**src/rtl/scan_bist_pkg.sv**
```systemverilog
// Shared types and helpers for the scan-BIST sequencer.
// State encoding, counter sizing, default signature width.
package scan_bist_pkg;

  localparam int SIG_W_DEF = 8;

  typedef enum logic [2:0] {
    IDLE,
    INIT,
    SHIFT,
    CAPTURE,
    UNLOAD,
    COMPARE,
    DONE
  } state_t;

  // Bits needed to hold 0..n-1, never less than one.
  function automatic int cnt_w(input int n);
    return (n <= 2) ? 1 : $clog2(n);
  endfunction

endpackage

```
**src/rtl/scan_bist_sequencer_if.sv**
```systemverilog
// Control/status bundle between BIST top and sequencer.
// master drives requests and signature, slave drives controls.
interface scan_bist_sequencer_if
  import scan_bist_pkg::*;
#(
  parameter int SIG_W = SIG_W_DEF
);

  logic             bist_start;
  logic             bist_abort;
  logic [SIG_W-1:0] misr_sig;
  logic             test_mode;
  logic             scan_en;
  logic             lfsr_load;
  logic             lfsr_en;
  logic             misr_clr;
  logic             misr_en;
  logic             busy;
  logic             bist_end;
  logic             pass_fail;

  modport master (
    output bist_start, bist_abort, misr_sig,
    input  test_mode, scan_en, lfsr_load, lfsr_en,
    input  misr_clr, misr_en, busy, bist_end, pass_fail
  );

  modport slave (
    input  bist_start, bist_abort, misr_sig,
    output test_mode, scan_en, lfsr_load, lfsr_en,
    output misr_clr, misr_en, busy, bist_end, pass_fail
  );

endinterface

```
**src/rtl/bist_seq_counter.sv**
```systemverilog
// Up-counter with clear and enable.
// tc flags count == limit so callers exit before any wrap.
module bist_seq_counter #(
  parameter int W = 1
) (
  input  logic         clk,
  input  logic         rst,
  input  logic         clr,
  input  logic         en,
  input  logic [W-1:0] limit,
  output logic         tc
);

  logic [W-1:0] count;

  always_ff @(posedge clk or posedge rst) begin
    if (rst) begin
      count <= '0;
    end else if (clr) begin
      count <= '0;
    end else if (en) begin
      count <= count + W'(1);
    end
  end

  assign tc = (count == limit);

endmodule

```
**src/rtl/scan_bist_sequencer.sv**
```systemverilog
// Scan-BIST run sequencer: shift/capture patterns, unload,
// then a registered signature verdict.
module scan_bist_sequencer
  import scan_bist_pkg::*;
#(
  parameter int               CHAIN_LEN  = 12,
  parameter int               N_PATTERNS = 1000,
  parameter int               SIG_W      = SIG_W_DEF,
  parameter logic [SIG_W-1:0] GOLDEN_SIG = '0
) (
  input  logic                  CLK,
  input  logic                  RST,
  scan_bist_sequencer_if.slave  bus
);

  localparam int SH_W = cnt_w(CHAIN_LEN);
  localparam int PT_W = cnt_w(N_PATTERNS);
  localparam logic [SH_W-1:0] SH_LIM = SH_W'(CHAIN_LEN - 1);
  localparam logic [PT_W-1:0] PT_LIM = PT_W'(N_PATTERNS - 1);

  state_t state, state_nx;
  logic   sh_tc, pt_tc;
  logic   running, abort_act;
  logic   sh_en, sh_clr, pt_en, pt_clr;
  logic   end_q, pf_q;
  logic   tm, se, ld, le, mc, me, bz;

  assign running   = state inside {INIT, SHIFT, CAPTURE,
                                   UNLOAD, COMPARE};
  assign abort_act = running && bus.bist_abort;

  // UNLOAD reuses the shift counter for its CHAIN_LEN cycles.
  assign sh_en  = state inside {SHIFT, UNLOAD};
  assign sh_clr = abort_act || !sh_en || sh_tc;
  assign pt_en  = (state == CAPTURE) && !pt_tc;
  assign pt_clr = abort_act ||
                  !(state inside {SHIFT, CAPTURE, UNLOAD});

  bist_seq_counter #(.W(SH_W)) u_shift_cnt (
    .clk   (CLK),
    .rst   (RST),
    .clr   (sh_clr),
    .en    (sh_en),
    .limit (SH_LIM),
    .tc    (sh_tc)
  );

  bist_seq_counter #(.W(PT_W)) u_pat_cnt (
    .clk   (CLK),
    .rst   (RST),
    .clr   (pt_clr),
    .en    (pt_en),
    .limit (PT_LIM),
    .tc    (pt_tc)
  );

  always_ff @(posedge CLK or posedge RST) begin
    if (RST) begin
      state <= IDLE;
      end_q <= 1'b0;
      pf_q  <= 1'b0;
    end else begin
      state <= state_nx;
      if (abort_act) begin
        end_q <= 1'b0;
        pf_q  <= 1'b0;
      end else if (state == IDLE && bus.bist_start) begin
        end_q <= 1'b0;
        pf_q  <= 1'b0;
      end else if (state == COMPARE) begin
        end_q <= 1'b1;
        pf_q  <= (bus.misr_sig == GOLDEN_SIG);
      end
    end
  end

  always_comb begin
    state_nx = state;
    tm = 1'b0;
    se = 1'b0;
    ld = 1'b0;
    le = 1'b0;
    mc = 1'b0;
    me = 1'b0;
    bz = 1'b0;
    unique case (state)
      IDLE: begin
        if (bus.bist_start) state_nx = INIT;
      end
      INIT: begin
        tm = 1'b1;
        ld = 1'b1;
        mc = 1'b1;
        bz = 1'b1;
        state_nx = SHIFT;
      end
      SHIFT: begin
        tm = 1'b1;
        se = 1'b1;
        le = 1'b1;
        me = 1'b1;
        bz = 1'b1;
        if (sh_tc) state_nx = CAPTURE;
      end
      CAPTURE: begin
        tm = 1'b1;
        le = 1'b1;
        me = 1'b1;
        bz = 1'b1;
        state_nx = pt_tc ? UNLOAD : SHIFT;
      end
      UNLOAD: begin
        tm = 1'b1;
        se = 1'b1;
        le = 1'b1;
        me = 1'b1;
        bz = 1'b1;
        if (sh_tc) state_nx = COMPARE;
      end
      COMPARE: begin
        tm = 1'b1;
        bz = 1'b1;
        state_nx = DONE;
      end
      DONE: begin
        if (!bus.bist_start) state_nx = IDLE;
      end
      default: state_nx = IDLE;
    endcase
    if (abort_act) state_nx = IDLE;
  end

  assign bus.test_mode = tm;
  assign bus.scan_en   = se;
  assign bus.lfsr_load = ld;
  assign bus.lfsr_en   = le;
  assign bus.misr_clr  = mc;
  assign bus.misr_en   = me;
  assign bus.busy      = bz;
  assign bus.bist_end  = end_q;
  assign bus.pass_fail = pf_q;

endmodule

```
**src/flat_wrapper.sv**
```systemverilog
// flat-port wrapper written by rule: the top's interface ports become plain ports
module scan_bist_sequencer_flat import scan_bist_pkg::*;
#(
  parameter int               CHAIN_LEN  = 12,
  parameter int               N_PATTERNS = 1000,
  parameter int               SIG_W      = SIG_W_DEF,
  parameter logic [SIG_W-1:0] GOLDEN_SIG = '0
)
  (CLK, RST, bus_bist_start, bus_bist_abort, bus_misr_sig, bus_test_mode, bus_scan_en, bus_lfsr_load, bus_lfsr_en, bus_misr_clr, bus_misr_en, bus_busy, bus_bist_end, bus_pass_fail);
  scan_bist_sequencer_if #(.SIG_W(SIG_W)) bus_i ();
  input  logic CLK;
  input  logic RST;
  input wire logic [$bits(bus_i.bist_start)-1:0] bus_bist_start;
  input wire logic [$bits(bus_i.bist_abort)-1:0] bus_bist_abort;
  input wire logic [$bits(bus_i.misr_sig)-1:0] bus_misr_sig;
  output wire logic [$bits(bus_i.test_mode)-1:0] bus_test_mode;
  output wire logic [$bits(bus_i.scan_en)-1:0] bus_scan_en;
  output wire logic [$bits(bus_i.lfsr_load)-1:0] bus_lfsr_load;
  output wire logic [$bits(bus_i.lfsr_en)-1:0] bus_lfsr_en;
  output wire logic [$bits(bus_i.misr_clr)-1:0] bus_misr_clr;
  output wire logic [$bits(bus_i.misr_en)-1:0] bus_misr_en;
  output wire logic [$bits(bus_i.busy)-1:0] bus_busy;
  output wire logic [$bits(bus_i.bist_end)-1:0] bus_bist_end;
  output wire logic [$bits(bus_i.pass_fail)-1:0] bus_pass_fail;
  assign bus_i.bist_start = bus_bist_start;
  assign bus_i.bist_abort = bus_bist_abort;
  assign bus_i.misr_sig = bus_misr_sig;
  assign bus_test_mode = bus_i.test_mode;
  assign bus_scan_en = bus_i.scan_en;
  assign bus_lfsr_load = bus_i.lfsr_load;
  assign bus_lfsr_en = bus_i.lfsr_en;
  assign bus_misr_clr = bus_i.misr_clr;
  assign bus_misr_en = bus_i.misr_en;
  assign bus_busy = bus_i.busy;
  assign bus_bist_end = bus_i.bist_end;
  assign bus_pass_fail = bus_i.pass_fail;
  scan_bist_sequencer #(.CHAIN_LEN(CHAIN_LEN), .N_PATTERNS(N_PATTERNS), .SIG_W(SIG_W), .GOLDEN_SIG(GOLDEN_SIG)) u_core (.CLK(CLK), .RST(RST), .bus(bus_i));
endmodule
```
**config.mk**
```make
export PLATFORM = sky130hd
export DESIGN_NAME = scan_bist_sequencer_flat
export DESIGN_NICKNAME = d
export VERILOG_FILES = /design/src/rtl/scan_bist_pkg.sv /design/src/rtl/scan_bist_sequencer_if.sv /design/src/rtl/bist_seq_counter.sv /design/src/rtl/scan_bist_sequencer.sv /design/src/flat_wrapper.sv
export SDC_FILE = /design/constraint.sdc
export NUM_CORES = 1
export LEC_CHECK = 0
export CORE_ASPECT_RATIO = 1.2
export CORE_MARGIN = 2
export CORE_UTILIZATION = 44
export DETAILED_ROUTE_END_ITERATION = 10
export HOLD_SLACK_MARGIN = 0.1
export PLACE_DENSITY = 0.69
export SLEW_MARGIN = 20
export SYNTH_ARGS = -nofsm -noshare
export SYNTH_HDL_FRONTEND = slang
export SYNTH_SLANG_ARGS = --single-unit
```
**constraint.sdc**
```tcl
create_clock -name CLK -period 1.75 [get_ports CLK]
set_input_delay 0.2625 -clock CLK [delete_from_list [all_inputs] [get_ports CLK]]
set_output_delay 0.2625 -clock CLK [all_outputs]
set_load 0.02 [all_outputs]
```
# Word-level counts from Yosys, hierarchy flattened
# Cells that the tools add are included.
dict set report totals {
  out_inout_bits 9
  wordCells 61
  inputBits 12
  ff_bits 19
}
dict set report classes {
  muxes 21
  eq_ne 12
  reduce_logical 21
  add_sub_neg 2
}
# op n
set op_table {}
lappend op_table {{3-bit case mux with 7 select lines} 1}
lappend op_table {{10-bit 2-to-1 mux} 2}
lappend op_table {{3-bit 2-to-1 mux} 6}
lappend op_table {{10-bit by 1-bit adder with 10-bit output (second input constant)} 1}
lappend op_table {{10-bit equality test (second input constant)} 1}
lappend op_table {{1-bit 2-to-1 mux} 10}
lappend op_table {{3-bit equality test (second input constant)} 3}
lappend op_table {{8-bit zero test} 1}
lappend op_table {{4-bit 2-to-1 mux} 2}
lappend op_table {{3-bit by 2-bit equality test with 1-bit output (second input constant)} 2}
lappend op_table {{3-bit by 1-bit inequality test with 1-bit output (second input constant)} 2}
lappend op_table {{3-bit by 2-bit inequality test with 1-bit output (second input constant)} 2}
lappend op_table {{2-bit nonzero test} 3}
lappend op_table {{3-bit nonzero test} 2}
lappend op_table {{5-bit nonzero test} 1}
lappend op_table {{5-bit OR reduction} 1}
lappend op_table {{4-bit by 1-bit adder with 4-bit output (second input constant)} 1}
lappend op_table {{4-bit equality test (second input constant)} 1}
lappend op_table {{4-bit AND reduction} 1}
lappend op_table {{3-bit by 1-bit equality test with 1-bit output (second input constant)} 1}
lappend op_table {{1-bit logical AND} 3}
lappend op_table {{1-bit zero test} 3}
lappend op_table {{3-bit zero test} 1}
lappend op_table {{1-bit logical OR} 3}
lappend op_table {{other kinds (2)} 2}

# Longest topological paths before layout
dict set report depth {
  word_depth 6
  depth_mapped 6
}

# Modules after synthesis
# From an unflattened synthesis, not the netlist that was laid out.
dict set report hier_totals {
  cells_unflattened 138
  area_unflattened_um2 1272.5
}
# mod seq_area_each_um2 area_per_inst_um2 cells_per_inst n_inst
set by_module_without_submodules {}
lappend by_module_without_submodules {{bist_seq_counter (u_core.u_pat_cnt)} 250.2 614.3 64 1}
lappend by_module_without_submodules {scan_bist_sequencer 125.1 420.4 52 1}
lappend by_module_without_submodules {{bist_seq_counter (u_core.u_shift_cnt)} 100.1 237.7 22 1}

# Least setup slack after synthesis
# No wires, ideal clock.
dict set report synth_timing {
  kind {register to output}
  startpoint {register u_core.state[2]}
  endpoint {output port bus_misr_clr}
  t_arrival_ns 1.524
  path_slack_ns -0.036
  required_time_ns 1.487
  stages_incl_launch_ff 5
  path_cell_list {dfrtp_1 buf_6 clkbuf_1 nor3_1 buf_4}
}
dict set report synth_between {
  elab_chain_cells 2
}
# item line
set synth_rtl {}
lappend synth_rtl {{start, declared} scan_bist_sequencer.sv:21} ;# state_t state, state_nx;
lappend synth_rtl {{start signal, assigned} scan_bist_sequencer.sv:63} ;# state <= state_nx;
lappend synth_rtl {{3-bit by 1-bit equality test with 1-bit output} --}
lappend synth_rtl {{1-bit 2-to-1 mux} --}
lappend synth_rtl {{end, declared} flat_wrapper.sv:20} ;# output wire logic [$bits(bus_i.misr_clr)-1:0] bus_misr_clr;
# No other way between the ends.

# Worst setup path in the final report
dict set report layout_timing {
  startpoint {register u_core.state[2]}
  endpoint {output port bus_misr_clr}
}
dict set report layout_between {
  elab_chain_cells 2
}
# item line
set layout_rtl {}
lappend layout_rtl {{3-bit by 1-bit equality test with 1-bit output} scan_bist_sequencer.sv:86} ;# unique case (state)
lappend layout_rtl {{1-bit 2-to-1 mux} scan_bist_sequencer.sv:86}
# No other way between the ends.

==> metrics.cfg <==
[clock_network]
cts_buffer_depth=2
cts_tree=built
cts_buffers=3
clock-sinks=19
insertion_delay_ns=0.29
cts.clk_slew.worst_paths_ns=0.10
root_buffer=clkbuf_4
cts_setup_buffers=0
cts_htree_levels=1

[critical_path]
crit_arrival_ns=1.45
crit_slowest_cell=dfrtp_1
end_kind=output pin
crit_chain=buf_4 -> nor3_2 -> dlygate4sd2_1
slowest_delay_ns=0.41
crit_type=reg2out
worstPathMaxFanout=19
crit_path_start_kind=register
crit_required_ns=1.49

[synthesis]
synth.area.top_cells=dfrtp_1 (42%), nand2_1 (5.3%), xnor2_1 (4.6%), nor2_1 (4.3%), nor4_1 (2.8%)
yosysTopAreaCellShare=0.419
syn_avg_cell_area_um2=8.87
synth.cell_area_mm2=0.00113
synth_cells=128
ys_types=37
syn_nets=142
yosysSeqAreaShare=0.419
synth_seq_cells=19
ys_warn_count=0
synth_area_leader_cell=dfrtp_1

[drt]
vias=965
drc=0
viasPerCell=5.24
dr.pass1.iters=4
wl_per_cell_um=12.6
drtIter0Drc=17
drtAntennaViolNets=0
wl_um=2320

[power_and_ir_drop]
powerDensity_mw_per_mm2=895
power.leakage_nw=0.567
p_clk_frac=0.172
seq_power_share=0.385
power.internal_w=0.000755
peakVddDrop_uv=525
swShare=0.393
netSwitchingPower_w=0.000488
p_comb_frac=0.442

[grt]
met3_usage=0.0303
use_met2=0.305
grt_overflow=0
antenna_found_initial=0
track_usage=0.170
grt_use_met1=0.206
grt_max_degree=20
grt_busiest_layer=met2
grt_pass1_wl_um=3790
grt_pass1_vias=866

[timing]
slew_violations=0
slew-limit-headroom=0.718
finalCritPeriodShare=0.978
period_needed_ns=1.71
clock_skew_ns=0.00458
setup_tns_ns=0
max_slew.worst_pin.slew_ns=0.419
hold_viol=0
fmax_ghz=0.584
setup_violations=0
rsz0062_at_grt=true

[finish]
layout-drive-gt1-share=0.132
area_growth_pct=22.4
nets=166
stdcell_count=184
diodes=0

[placement]
place_congestion=0.828
hpwl_um=1730
port_buffers=20
placed_cells=180

[die]
die_h_um=59.6
die_x_um=50.4
die-area_mm2=0.00300
ioPinCount=21
start_util=0.453
core_mm2=0.00250
rows=20

[hold_path]
min_path_type=in2async

[job]
drv_cap=0

[outcome]
status=complete, no violations

routing by layer:
metal / up-vias / wire length [um]
li1: 491 / -
met1: 449 / 1040
met2: 23 / 1160
met3: 2 / 92
met4: 0 / 17
met5: - / 0
cell usage in the layout, fill, tap and decap left out, types with 5 or more instances in the layout:
cell type and n:
nor4_1 5, nand2_1 16, nor2_1 13, clkdlybuf4s50_1 13, buf_4 7, inv_1 7
a21oi_1 6, dfrtp_1 19, xnor2_1 6, o21ai_0 6
cells by family after synthesis:
family                     Yosys count  share of synthesized area
buffers and inverters               15                     0.0717
AOI/OAI and AO/OA                   23                      0.133
DFF                                 19                      0.419
xor gates and xnor gates             8                     0.0617
and+or+nand+nor                     60                      0.283
adders and majority gates            2                     0.0220
muxes                                1                    0.00882
worst max-delay path: cells and delay by family (launching register included):
kind,cells,cell delay (ns)
buffers and inverters,2,0.55
and+or+nand+nor,1,0.19
DFF,1,0.41
cells in the mapped netlist:
cell type,number
ha_1,2
clkbuf_1,1
nor4_1,5
buf_4,4
a21boi_0,1
a32oi_1,1
o41ai_1,1
inv_1,7
or3b_1,1
and3b_1,1
nand4b_4,1
a21oi_1,6
o21ai_1,1
nand4b_1,1
or3_1,3
nor2b_1,2
o311ai_0,1
nor3b_1,1
buf_2,2
nor3_1,4
o21ai_0,6
nor2_1,13
o32a_1,1
dfrtp_1,19
o31ai_2,1
nand4_1,2
buf_6,1
xor2_1,2
nand3b_1,2
nand3_1,4
xnor2_1,6
o31ai_1,2
nand2_1,16
nand2b_1,4
a21oi_2,1
mux2i_1,1
o22ai_1,1
repair_timing:
item | CTS | global route
hold buffers | 0 | 0
gates resized for setup | 13 | 8
endpoints found under the setup margin | 7 | 11
sequential cells by signal (all words and copies together), names as in the netlist:
| signal | flops |
|---|---|
| u_core.u_pat_cnt.count | 10 |
| u_core.bus.pass_fail | 1 |
| u_core.state | 3 |
| u_core.u_shift_cnt.count | 4 |
| u_core.bus.bist_end | 1 |
power groups by stage:
stage	clock network (W)	registers [W]	logic (W)
global placement	0	0.000484	0.000609
floorplan	0	0.000478	0.000426
CTS	0.000226	0.000479	0.000577
detailed placement	0	0.000487	0.000616
finish	0.000214	0.000479	0.000550
global route	0.000243	0.000481	0.000606
cell type report:
type	instances	area, um2
fillers	234	1110
multi-input cells	94	594
flip-flops and latches	19	475
repair buffers	27	225
well taps	33	41.3
clock buffers	4	26.3
inverters	7	26.3
stage by stage:
stage	instance area [um2]	worst slack (ns)	utilization	hold WS (ns)	power (W)
finish	1390	0.0379	0.555	0.281	0.00124
detailed placement	1380	0.00908	0.551	0.465	0.00110
global placement	1380	0.0441	0.551	0.445	0.00109
CTS	1400	0.00123	0.561	0.279	0.00128
floorplan	1140	0.0263	-	0.214	0.000904
global route	1390	-0.0697	0.555	0.317	0.00133
worst paths after layout:
path                                        startpoint                     endpoint  slack, ns  cells after the start
setup / recovery                       u_core.state[2]                 bus_misr_clr       0.04                      3
hold / removal                                     RST    u_core.u_pat_cnt.count[2]       0.28                      3
setup reg to reg                       u_core.state[2]    u_core.u_pat_cnt.count[9]       0.11                      5
hold reg to reg            u_core.u_shift_cnt.count[0]  u_core.u_shift_cnt.count[0]       0.47                      1
max in group asynchronous                          RST    u_core.u_pat_cnt.count[3]       1.26                      3
min in group CLK           u_core.u_shift_cnt.count[0]  u_core.u_shift_cnt.count[0]       0.47                      1
(Power assumes the default switching activity.)
